`config.mk`:
```
export PLATFORM = sky130hd
export DESIGN_NAME = imm_gen_pipe
export DESIGN_NICKNAME = d
export VERILOG_FILES = /design/src/rtl/imm_pkg.sv /design/src/rtl/imm_extract.sv /design/src/rtl/imm_gen_pipe.sv
export SDC_FILE = /design/constraint.sdc
export NUM_CORES = 1
export LEC_CHECK = 0
export BUFFER_PORTS_ARGS = -buffer_cell sky130_fd_sc_hd__buf_2
export CAP_MARGIN = 20
export CORE_MARGIN = 2
export CORE_UTILIZATION = 47
export DETAILED_ROUTE_END_ITERATION = 7
export PLACE_DENSITY = 0.75
export SYNTH_ARGS = -nofsm -noshare
export SYNTH_HDL_FRONTEND = slang
export SYNTH_SLANG_ARGS = --single-unit
```
`constraint.sdc`:
```
create_clock -name clk_i -period 6.7 [get_ports clk_i]
set_input_delay 1.34 -clock clk_i [delete_from_list [all_inputs] [get_ports clk_i]]
set_output_delay 1.34 -clock clk_i [all_outputs]
set_load 0.02 [all_outputs]
```
`src/rtl/imm_pkg.sv`:
```
// Shared types and constants for the decode-stage immediate generator:
// format encoding, base opcodes and the output-width legality check.
package imm_pkg;

  typedef enum logic [2:0] {
    FMT_I   = 3'b000,
    FMT_B   = 3'b001,
    FMT_S   = 3'b010,
    FMT_U   = 3'b011,
    FMT_J   = 3'b100,
    FMT_Z   = 3'b101,
    FMT_SH  = 3'b110,
    FMT_ILL = 3'b111
  } imm_fmt_e;

  localparam logic [6:0] OP_IMM    = 7'b0010011;
  localparam logic [6:0] LOAD      = 7'b0000011;
  localparam logic [6:0] JALR      = 7'b1100111;
  localparam logic [6:0] STORE     = 7'b0100011;
  localparam logic [6:0] BRANCH    = 7'b1100011;
  localparam logic [6:0] LUI       = 7'b0110111;
  localparam logic [6:0] AUIPC     = 7'b0010111;
  localparam logic [6:0] JAL       = 7'b1101111;
  localparam logic [6:0] SYSTEM    = 7'b1110011;
  localparam logic [6:0] OP_IMM_32 = 7'b0011011;

  function automatic bit xlen_legal(input int unsigned xlen);
    return (xlen == 32) || (xlen == 64);
  endfunction

endpackage

```
`src/rtl/imm_extract.sv`:
```
// Combinational immediate extraction: slices the instruction word according
// to the selected format and extends it to XLEN bits.
module imm_extract
  import imm_pkg::*;
#(
  parameter int unsigned XLEN = 32
) (
  input  logic [31:0]     Instr_i,
  input  imm_fmt_e        Format_i,
  output logic [XLEN-1:0] ImmExt_o
);

  // The opcode field never contributes to an immediate.
  logic w_unused_opcode;
  assign w_unused_opcode = ^Instr_i[6:0];

  // Signed size casts sign-extend from Instr_i[31] to the full width.
  always_comb begin
    ImmExt_o = '0;
    case (Format_i)
      FMT_I:   ImmExt_o = XLEN'($signed(Instr_i[31:20]));
      FMT_B:   ImmExt_o = XLEN'($signed({Instr_i[31], Instr_i[7], Instr_i[30:25],
                                         Instr_i[11:8], 1'b0}));
      FMT_S:   ImmExt_o = XLEN'($signed({Instr_i[31:25], Instr_i[11:7]}));
      FMT_U:   ImmExt_o = XLEN'($signed({Instr_i[31:12], 12'b0}));
      FMT_J:   ImmExt_o = XLEN'($signed({Instr_i[31], Instr_i[19:12], Instr_i[20],
                                         Instr_i[30:21], 1'b0}));
      FMT_Z:   ImmExt_o = XLEN'(Instr_i[19:15]);
      FMT_SH: begin
        if (XLEN == 64) ImmExt_o = XLEN'(Instr_i[25:20]);
        else            ImmExt_o = XLEN'(Instr_i[24:20]);
      end
      default: ImmExt_o = '0;
    endcase
  end

endmodule

```
`src/rtl/imm_gen_pipe.sv`:
```
// Registered immediate generator: explicit or opcode-derived format, one-cycle
// latency, and a 2-entry skid buffer between decode and execute.
module imm_gen_pipe
  import imm_pkg::*;
#(
  parameter int unsigned XLEN      = 32,
  parameter int unsigned TAG_WIDTH = 8
) (
  input  logic                 clk_i,
  input  logic                 rst_i,
  input  logic                 Valid_i,
  output logic                 Ready_o,
  input  logic [31:0]          Instr_i,
  input  logic [2:0]           ImmSrc_i,
  input  logic                 UseAuto_i,
  input  logic [TAG_WIDTH-1:0] Tag_i,
  output logic                 Valid_o,
  input  logic                 Ready_i,
  output logic [XLEN-1:0]      ImmExt_o,
  output logic [2:0]           Format_o,
  output logic                 Illegal_o,
  output logic [TAG_WIDTH-1:0] Tag_o
);

  if (!xlen_legal(XLEN)) begin : g_bad_xlen
    $error("imm_gen_pipe: XLEN must be 32 or 64");
  end

  localparam logic [1:0] ST_EMPTY = 2'd0;
  localparam logic [1:0] ST_ONE   = 2'd1;
  localparam logic [1:0] ST_FULL  = 2'd2;

  localparam int unsigned BW = XLEN + 3 + 1 + TAG_WIDTH;

  logic [6:0]      w_opcode;
  logic [2:0]      w_funct3;
  logic            w_is_shift;
  imm_fmt_e        w_auto_fmt;
  logic            w_auto_narrow;
  imm_fmt_e        w_fmt;
  logic [31:0]     w_instr_x;
  logic [XLEN-1:0] w_imm;
  logic            w_ill;
  logic [BW-1:0]   w_beat;
  logic            w_in;
  logic            w_out;

  logic [1:0]      r_state;
  logic            r_valid;
  logic            r_ready;
  logic [BW-1:0]   r_out;
  logic [BW-1:0]   r_skid;

  assign w_opcode   = Instr_i[6:0];
  assign w_funct3   = Instr_i[14:12];
  assign w_is_shift = (w_funct3 == 3'b001) || (w_funct3 == 3'b101);

  always_comb begin
    w_auto_fmt    = FMT_ILL;
    w_auto_narrow = 1'b0;
    case (w_opcode)
      OP_IMM:       w_auto_fmt = w_is_shift ? FMT_SH : FMT_I;
      LOAD, JALR:   w_auto_fmt = FMT_I;
      STORE:        w_auto_fmt = FMT_S;
      BRANCH:       w_auto_fmt = FMT_B;
      LUI, AUIPC:   w_auto_fmt = FMT_U;
      JAL:          w_auto_fmt = FMT_J;
      SYSTEM:       w_auto_fmt = w_funct3[2] ? FMT_Z : FMT_I;
      OP_IMM_32: begin
        if (XLEN == 64) begin
          w_auto_fmt    = w_is_shift ? FMT_SH : FMT_I;
          w_auto_narrow = w_is_shift;
        end
      end
      default:      w_auto_fmt = FMT_ILL;
    endcase
  end

  assign w_fmt = UseAuto_i ? w_auto_fmt : imm_fmt_e'(ImmSrc_i);

  // Word shifts take a 5-bit shamt even on RV64: clearing bit 25 before the
  // shared extractor narrows the SH field without a second format code.
  always_comb begin
    w_instr_x = Instr_i;
    if (UseAuto_i && w_auto_narrow) w_instr_x[25] = 1'b0;
  end

  imm_extract #(
    .XLEN (XLEN)
  ) u_extract (
    .Instr_i  (w_instr_x),
    .Format_i (w_fmt),
    .ImmExt_o (w_imm)
  );

  assign w_ill  = (w_fmt == FMT_ILL);
  assign w_beat = {(w_ill ? '0 : w_imm), 3'(w_fmt), w_ill, Tag_i};

  assign w_in  = Valid_i && r_ready;
  assign w_out = r_valid && Ready_i;

  always_ff @(posedge clk_i) begin
    if (rst_i) begin
      r_state <= ST_EMPTY;
      r_valid <= 1'b0;
      r_ready <= 1'b1;
      r_out   <= '0;
      r_skid  <= '0;
    end else begin
      case (r_state)
        ST_EMPTY: begin
          if (w_in) begin
            r_out   <= w_beat;
            r_valid <= 1'b1;
            r_state <= ST_ONE;
          end
        end
        ST_ONE: begin
          case ({w_in, w_out})
            2'b11: r_out <= w_beat;
            2'b10: begin
              r_skid  <= w_beat;
              r_ready <= 1'b0;
              r_state <= ST_FULL;
            end
            2'b01: begin
              r_valid <= 1'b0;
              r_state <= ST_EMPTY;
            end
            default: ;
          endcase
        end
        ST_FULL: begin
          if (w_out) begin
            r_out   <= r_skid;
            r_ready <= 1'b1;
            r_state <= ST_ONE;
          end
        end
        default: begin
          r_valid <= 1'b0;
          r_ready <= 1'b1;
          r_state <= ST_EMPTY;
        end
      endcase
    end
  end

  assign Valid_o   = r_valid;
  assign Ready_o   = r_ready;
  assign ImmExt_o  = r_out[BW-1 -: XLEN];
  assign Format_o  = r_out[TAG_WIDTH+3 -: 3];
  assign Illegal_o = r_out[TAG_WIDTH];
  assign Tag_o     = r_out[TAG_WIDTH-1:0];

endmodule

```
Word level (Yosys, flattened, before mapping)
Index checks and enable logic that the tools add are counted.
{"block": "word_totals", "ff_bits": 92, "in_bits": 48, "output_inout_bits": 46, "word_cells": 69}
{"block": "classes", "eq_ne": 29, "mux": 20, "bitwise": 2, "reduce_logical": 13}
{"op": "32-bit case mux with 7 select lines", "count": 1}
{"op": "44-bit two-way mux", "count": 3}
{"op": "44-bit case mux with 3 select lines", "count": 1}
{"op": "32-bit two-way mux", "count": 1}
{"op": "7-bit equality test (second input constant)", "count": 4}
{"op": "3-bit case mux with 7 select lines", "count": 1}
{"op": "3-bit equality test (second input constant)", "count": 5}
{"op": "7-bit by 5-bit equality test with 1-bit output (second input constant)", "count": 2}
{"op": "7-bit by 6-bit equality test with 1-bit output (second input constant)", "count": 2}
{"op": "3-bit two-way mux", "count": 3}
{"op": "3-bit AND reduction", "count": 3}
{"op": "7-bit by 2-bit equality test with 1-bit output (second input constant)", "count": 1}
{"op": "2-bit equality test (second input constant)", "count": 3}
{"op": "3-bit by 1-bit equality test with 1-bit output (second input constant)", "count": 2}
{"op": "3-bit by 2-bit equality test with 1-bit output (second input constant)", "count": 2}
{"op": "2-bit != test (second input constant)", "count": 3}
{"op": "1-bit case mux with 3 select lines", "count": 2}
{"op": "2-bit case mux with 3 select lines", "count": 1}
{"op": "2-bit by 1-bit equality test with 1-bit output (second input constant)", "count": 2}
{"op": "1-bit two-way mux", "count": 4}
{"op": "2-bit two-way mux", "count": 2}
{"op": "2-bit by 1-bit != test with 1-bit output (second input constant)", "count": 2}
{"op": "2-bit case mux with 2 select lines", "count": 1}
{"op": "4-bit AND reduction", "count": 1}
{"op": "9 further kinds", "count": 12}

Logic depth before layout (Yosys ltp)
{"block": "logic_depth", "word_depth": 10, "ltp_mapped": 10, "depth_no_buf": 7}

Hierarchy
A second synthesis with hierarchy kept.
{"block": "unflattened", "cells_unflattened": 593, "area_unflattened_um2": 4708.3}
{"module": "imm_gen_pipe", "n_inst": 1, "cells_per_inst": 508, "area_per_inst_um2": 4120.2, "seq_area_each_um2": 1841.8}
{"module": "imm_extract", "n_inst": 1, "cells_per_inst": 85, "area_per_inst_um2": 588.1, "seq_area_each_um2": 0.0}

Least setup slack after synthesis
No wires, ideal clock.
{"block": "synth_timing", "path_type": "input to register", "start": "in Instr_i[2]", "end": "reg r_out[13]", "setup_time_ps": 134, "arrival_ps": 3034, "required_time_ps": 6566, "path_slack_ps": 3532, "cell_stages": 8, "path_buffers": 1, "cell_sequence": "buf_6 > nor2_1 > o21ai_1 > a2111oi_4 > o21a_1 > mux2_2 > a22oi_1 > a211oi_1"}
{"block": "synth_via", "elab_chain_cells": 9, "word_cells_on_any_way": 26, "cone_classes": "eq/ne: 16; mux: 7; reduce/logical: 3"}
{"element": "start, declared", "line_no": "imm_gen_pipe.sv:13", "source": "input logic [31:0] Instr_i,"}
{"element": "7-bit by 6-bit equality test with 1-bit output (tied with other cells)", "line_no": "imm_gen_pipe.sv:61", "source": "case (w_opcode)"}
{"element": "2-bit OR reduction", "line_no": "imm_gen_pipe.sv:61"}
{"element": "3-bit case mux with 7 select lines *", "line_no": "imm_gen_pipe.sv:61"}
{"element": "3-bit two-way mux *", "line_no": "imm_gen_pipe.sv:79", "source": "assign w_fmt = UseAuto_i ? w_auto_fmt : imm_fmt_e'(ImmSrc_i);"}
{"element": "3-bit equality test (tied with other cells)", "line_no": "imm_extract.sv:20", "source": "case (Format_i)"}
{"element": "32-bit case mux with 7 select lines", "line_no": "imm_extract.sv:20"}
{"element": "32-bit two-way mux *", "line_no": "imm_gen_pipe.sv:97", "source": "assign w_beat = {(w_ill ? '0 : w_imm), 3'(w_fmt), w_ill, Tag_i};"}
{"element": "44-bit two-way mux (on tied branches)", "line_no": "imm_gen_pipe.sv:119, imm_gen_pipe.sv:112"}
{"element": "44-bit case mux with 3 select lines *", "line_no": "imm_gen_pipe.sv:110", "source": "case (r_state)"}
{"element": "end signal, assigned", "line_no": "imm_gen_pipe.sv:113", "source": "r_out <= w_beat;"}
{"element": "end signal, assigned", "line_no": "imm_gen_pipe.sv:120", "source": "2'b11: r_out <= w_beat;"}
{"element": "end signal, assigned", "line_no": "imm_gen_pipe.sv:135", "source": "r_out <= r_skid;"}
{"element": "end, declared", "line_no": "imm_gen_pipe.sv:51", "source": "logic [BW-1:0] r_out;"}
Every way passes the cells marked *; elsewhere a longest branch is shown, timed or not. The select of a mux whose other input is x is not followed.
A chain may end at the register's enable or synchronous reset.

Final worst setup path
{"block": "layout_timing", "start": "in Instr_i[4]", "end": "reg r_out[41]"}
Same word-level chain as after synthesis.

==> impl_metrics.tcl <==
set metrics [dict create \
    power.density_mw_per_mm2 293 \
    netSwitchingPower_w 0.000497 \
    worst_slew_pin_slew_ns 0.924 \
    p_int_w 0.000917 \
    synthFlopType "dfxtp_1" \
    synth_top_area_share_pct 44.4 \
    path_class "primary input to flop" \
    dieHeight_um 98.0 \
    antenna_cells 0 \
    cts_root_buffer "clkbuf_8" \
    slew_violations 0 \
    slowest_stage "a211oi_2" \
    syn-num-nets 573 \
    vias 4107 \
    comb_power_share_pct 29.0 \
    fmax_mhz 286 \
    finalCritPeriodShare_pct 52.2 \
    antenna_found_initial 0 \
    vias_per_cell 5.83 \
    clk_latency_ns 0.36 \
    synthesis.area_mm2 0.00415 \
    switching_share_pct 35.1 \
    worst-path-max-fanout 11 \
    clock_skew_ns 0.00601 \
    synth_edf_count 0 \
    track_usage_pct 23.1 \
    clkPwrFrac_pct 24.7 \
    drt_first_pass_iters 6 \
    synth_area_leaders "dfxtp_1 (44%), nand2_1 (7.1%), a21oi_1 (7.0%), nor2_1 (6.4%), o21ai_0 (4.0%)" \
    postLayoutSetupSlackWorst_ns 3.21 \
    p_leak_nw 1.95 \
    die_x_um 98.0 \
    path_buf_inv 1 \
    cts.htree.levels 3 \
    synth_async_sr_flop_share_pct 0 \
    portBuffers 93 \
    startpoint_type "primary input" \
    wl_per_cell_um 15.8 \
    max_cap_viol_count 0 \
    core_mm2 0.00864 \
    wl_um 11100 \
    status "finished clean" \
    slew_headroom_pct 38.0 \
    clock_sinks 92 \
    ios 94 \
    finalSetupViolations 0 \
    cts_tree "built" \
    num_rows 34 \
    seq_area_frac_synth_pct 44.4 \
    final.min_clock_period_ns 3.49 \
    dieArea_mm2 0.00960 \
    grt_pass1_vias 3741 \
    grt_max_degree 69 \
    postCtsSetupRepairBufs 0 \
    max-clock-path-buffers 2 \
    area_growth_pct 16.1 \
    holdCritPathClass "flop to flop" \
    gp_congestion 0.818 \
    grt_pass1_wl_um 18200 \
    total_power_w 0.00141 \
    path_cells "buf_2 > a21oi_1 > o21ai_1 > a2111oi_4 > o21bai_1 > a211oi_2 > a2111oi_0 > nor3_1" \
    cp.required_ns 6.98 \
    ant_nets 0 \
    yosys_warnings 0 \
    grt_overflow 0 \
    hold_viol_final 0 \
    drtIter0Drc 343 \
    drc 0 \
    vdd_ir_drop_max_mv 0.113 \
    crit_arrival_ns 3.78 \
    synth_seq_cells 92 \
    synth_top_cell_by_area "dfxtp_1" \
    endpoint_kind "flop" \
    syn_avg_cell_area_um2 7.91 \
    finalSetupTns_ns 0 \
    ys_types 48 \
    pre_cts_slack_ns 2.88 \
    p_seq_share_pct 46.4 \
    cts_buffers 9 \
    hpwl_um 7480 \
    slowest_delay_ns 0.68 \
    cpLargestDelayFamily "compound AO/OA/AOI/OAI gates" \
    syn_inst 525 \
    cts_resized 0 \
    clk_pin_slew_worst_paths_ns 0.08 \
    nets 642 \
    cts_hold_buf 0 \
    yosys.cell_count.top_type "dfxtp_1" \
    start_util_pct 48.1 \
    drive_gt1_share_pct 22.1 \
    synth_common_cells "dfxtp_1 (92), nand2_1 (79), nor2_1 (71), a21oi_1 (58), clkbuf_1 (34)" \
    rsz0062_at_grt "false" \
]
-- layer usage --
layer	global-route usage, %	vias to the layer above	wire length, µm
li1	-	2023	-
met1	31.7	1917	5120
met4	8.76	0	220
met5	0	-	0
met3	4.22	19	638
met2	36.2	148	5160
-- cells by family (layout without fill, tap and decap cells) --
group | Yosys count | count (layout) | synth area share [%]
AND/OR/NAND/NOR | 217 | 217 | 23.2
AO/OA/AOI/OAI | 160 | 160 | 25.2
flip-flops | 92 | 92 | 44.4
buffers and inverters | 47 | 119 | 4.79
multiplexers | 9 | 9 | 2.41
-- cell type report --
| class | instances | area (µm²) |
|---|---|---|
| well taps | 108 | 135 |
| fillers | 842 | 3810 |
| repair buffers | 100 | 518 |
| clock buffers | 13 | 169 |
| multi-input cells | 386 | 2130 |
| flip-flops and latches | 92 | 1840 |
| clock inverters | 1 | 7.51 |
| inverters | 5 | 18.8 |
-- power by group through the flow --
stage          registers (W)  logic (W)  clock network, W
3_5_place_dp        0.000668   0.000409                 0
5_1_grt             0.000665   0.000450          0.000375
2_1_floorplan       0.000729   0.000213                 0
4_1_cts             0.000656   0.000411          0.000351
6_report            0.000655   0.000409          0.000349
3_3_place_gp        0.000666   0.000401                 0
-- state kept, by name (all words and copies together) (netlist names) --
| register | cells |
|---|---|
| r_state | 2 |
| r_skid | 44 |
| r_out | 44 |
| Ready_o | 1 |
| Valid_o | 1 |
-- final timing paths --
path	slack, ns	from	cells past startpoint	endpoint
worst max-delay path	3.21	Instr_i[4]	8	r_out[41]$_SDFFE_PP0P_
worst min-delay path	0.45	r_skid[8]$_SDFFE_PP0P_	2	r_skid[8]$_SDFFE_PP0P_
worst max register to register	4.16	Ready_o$_SDFFE_PP1P_	6	r_skid[17]$_SDFFE_PP0P_
worst min register to register	0.45	r_skid[8]$_SDFFE_PP0P_	2	r_skid[8]$_SDFFE_PP0P_
-- worst register-to-register path: stages, from the launching register on --
cell,delay (ns)
dfxtp_1,0.39
nand2_1,0.12
nor2_1,0.27
nand3_1,0.69
a21oi_1,0.73
a22oi_1,0.16
nor2_1,0.11
-- placed cells by master, fill, tap and decap left out, types with 4 or more instances in the layout --
cell type	synthesis	layout
or3_1	4	4
dfxtp_1	92	92
a2111oi_0	13	13
a21oi_1	58	58
a311oi_1	11	11
nand2_1	79	79
o21ai_0	33	32
a211oi_1	7	7
nor2_1	71	70
a221oi_1	6	6
inv_1	5	5
buf_4	1	7
buf_2	2	93
nor3_1	28	28
mux2_2	8	8
a22oi_1	11	11
clkbuf_8	0	12
nor4_1	8	8
nand3_1	11	11
-- metrics by stage --
step	area (µm²)	utilization (%)	cells	hold slack [ns]
after floorplan	4150	-	525	0.421
after global placement	4650	53.8	691	0.429
after detailed placement	4650	53.8	691	0.438
after CTS	4820	55.8	705	0.456
after global routing	4820	55.8	705	0.476
final	4820	55.8	705	0.455
Note: power is estimated with default switching activity, not from simulation.
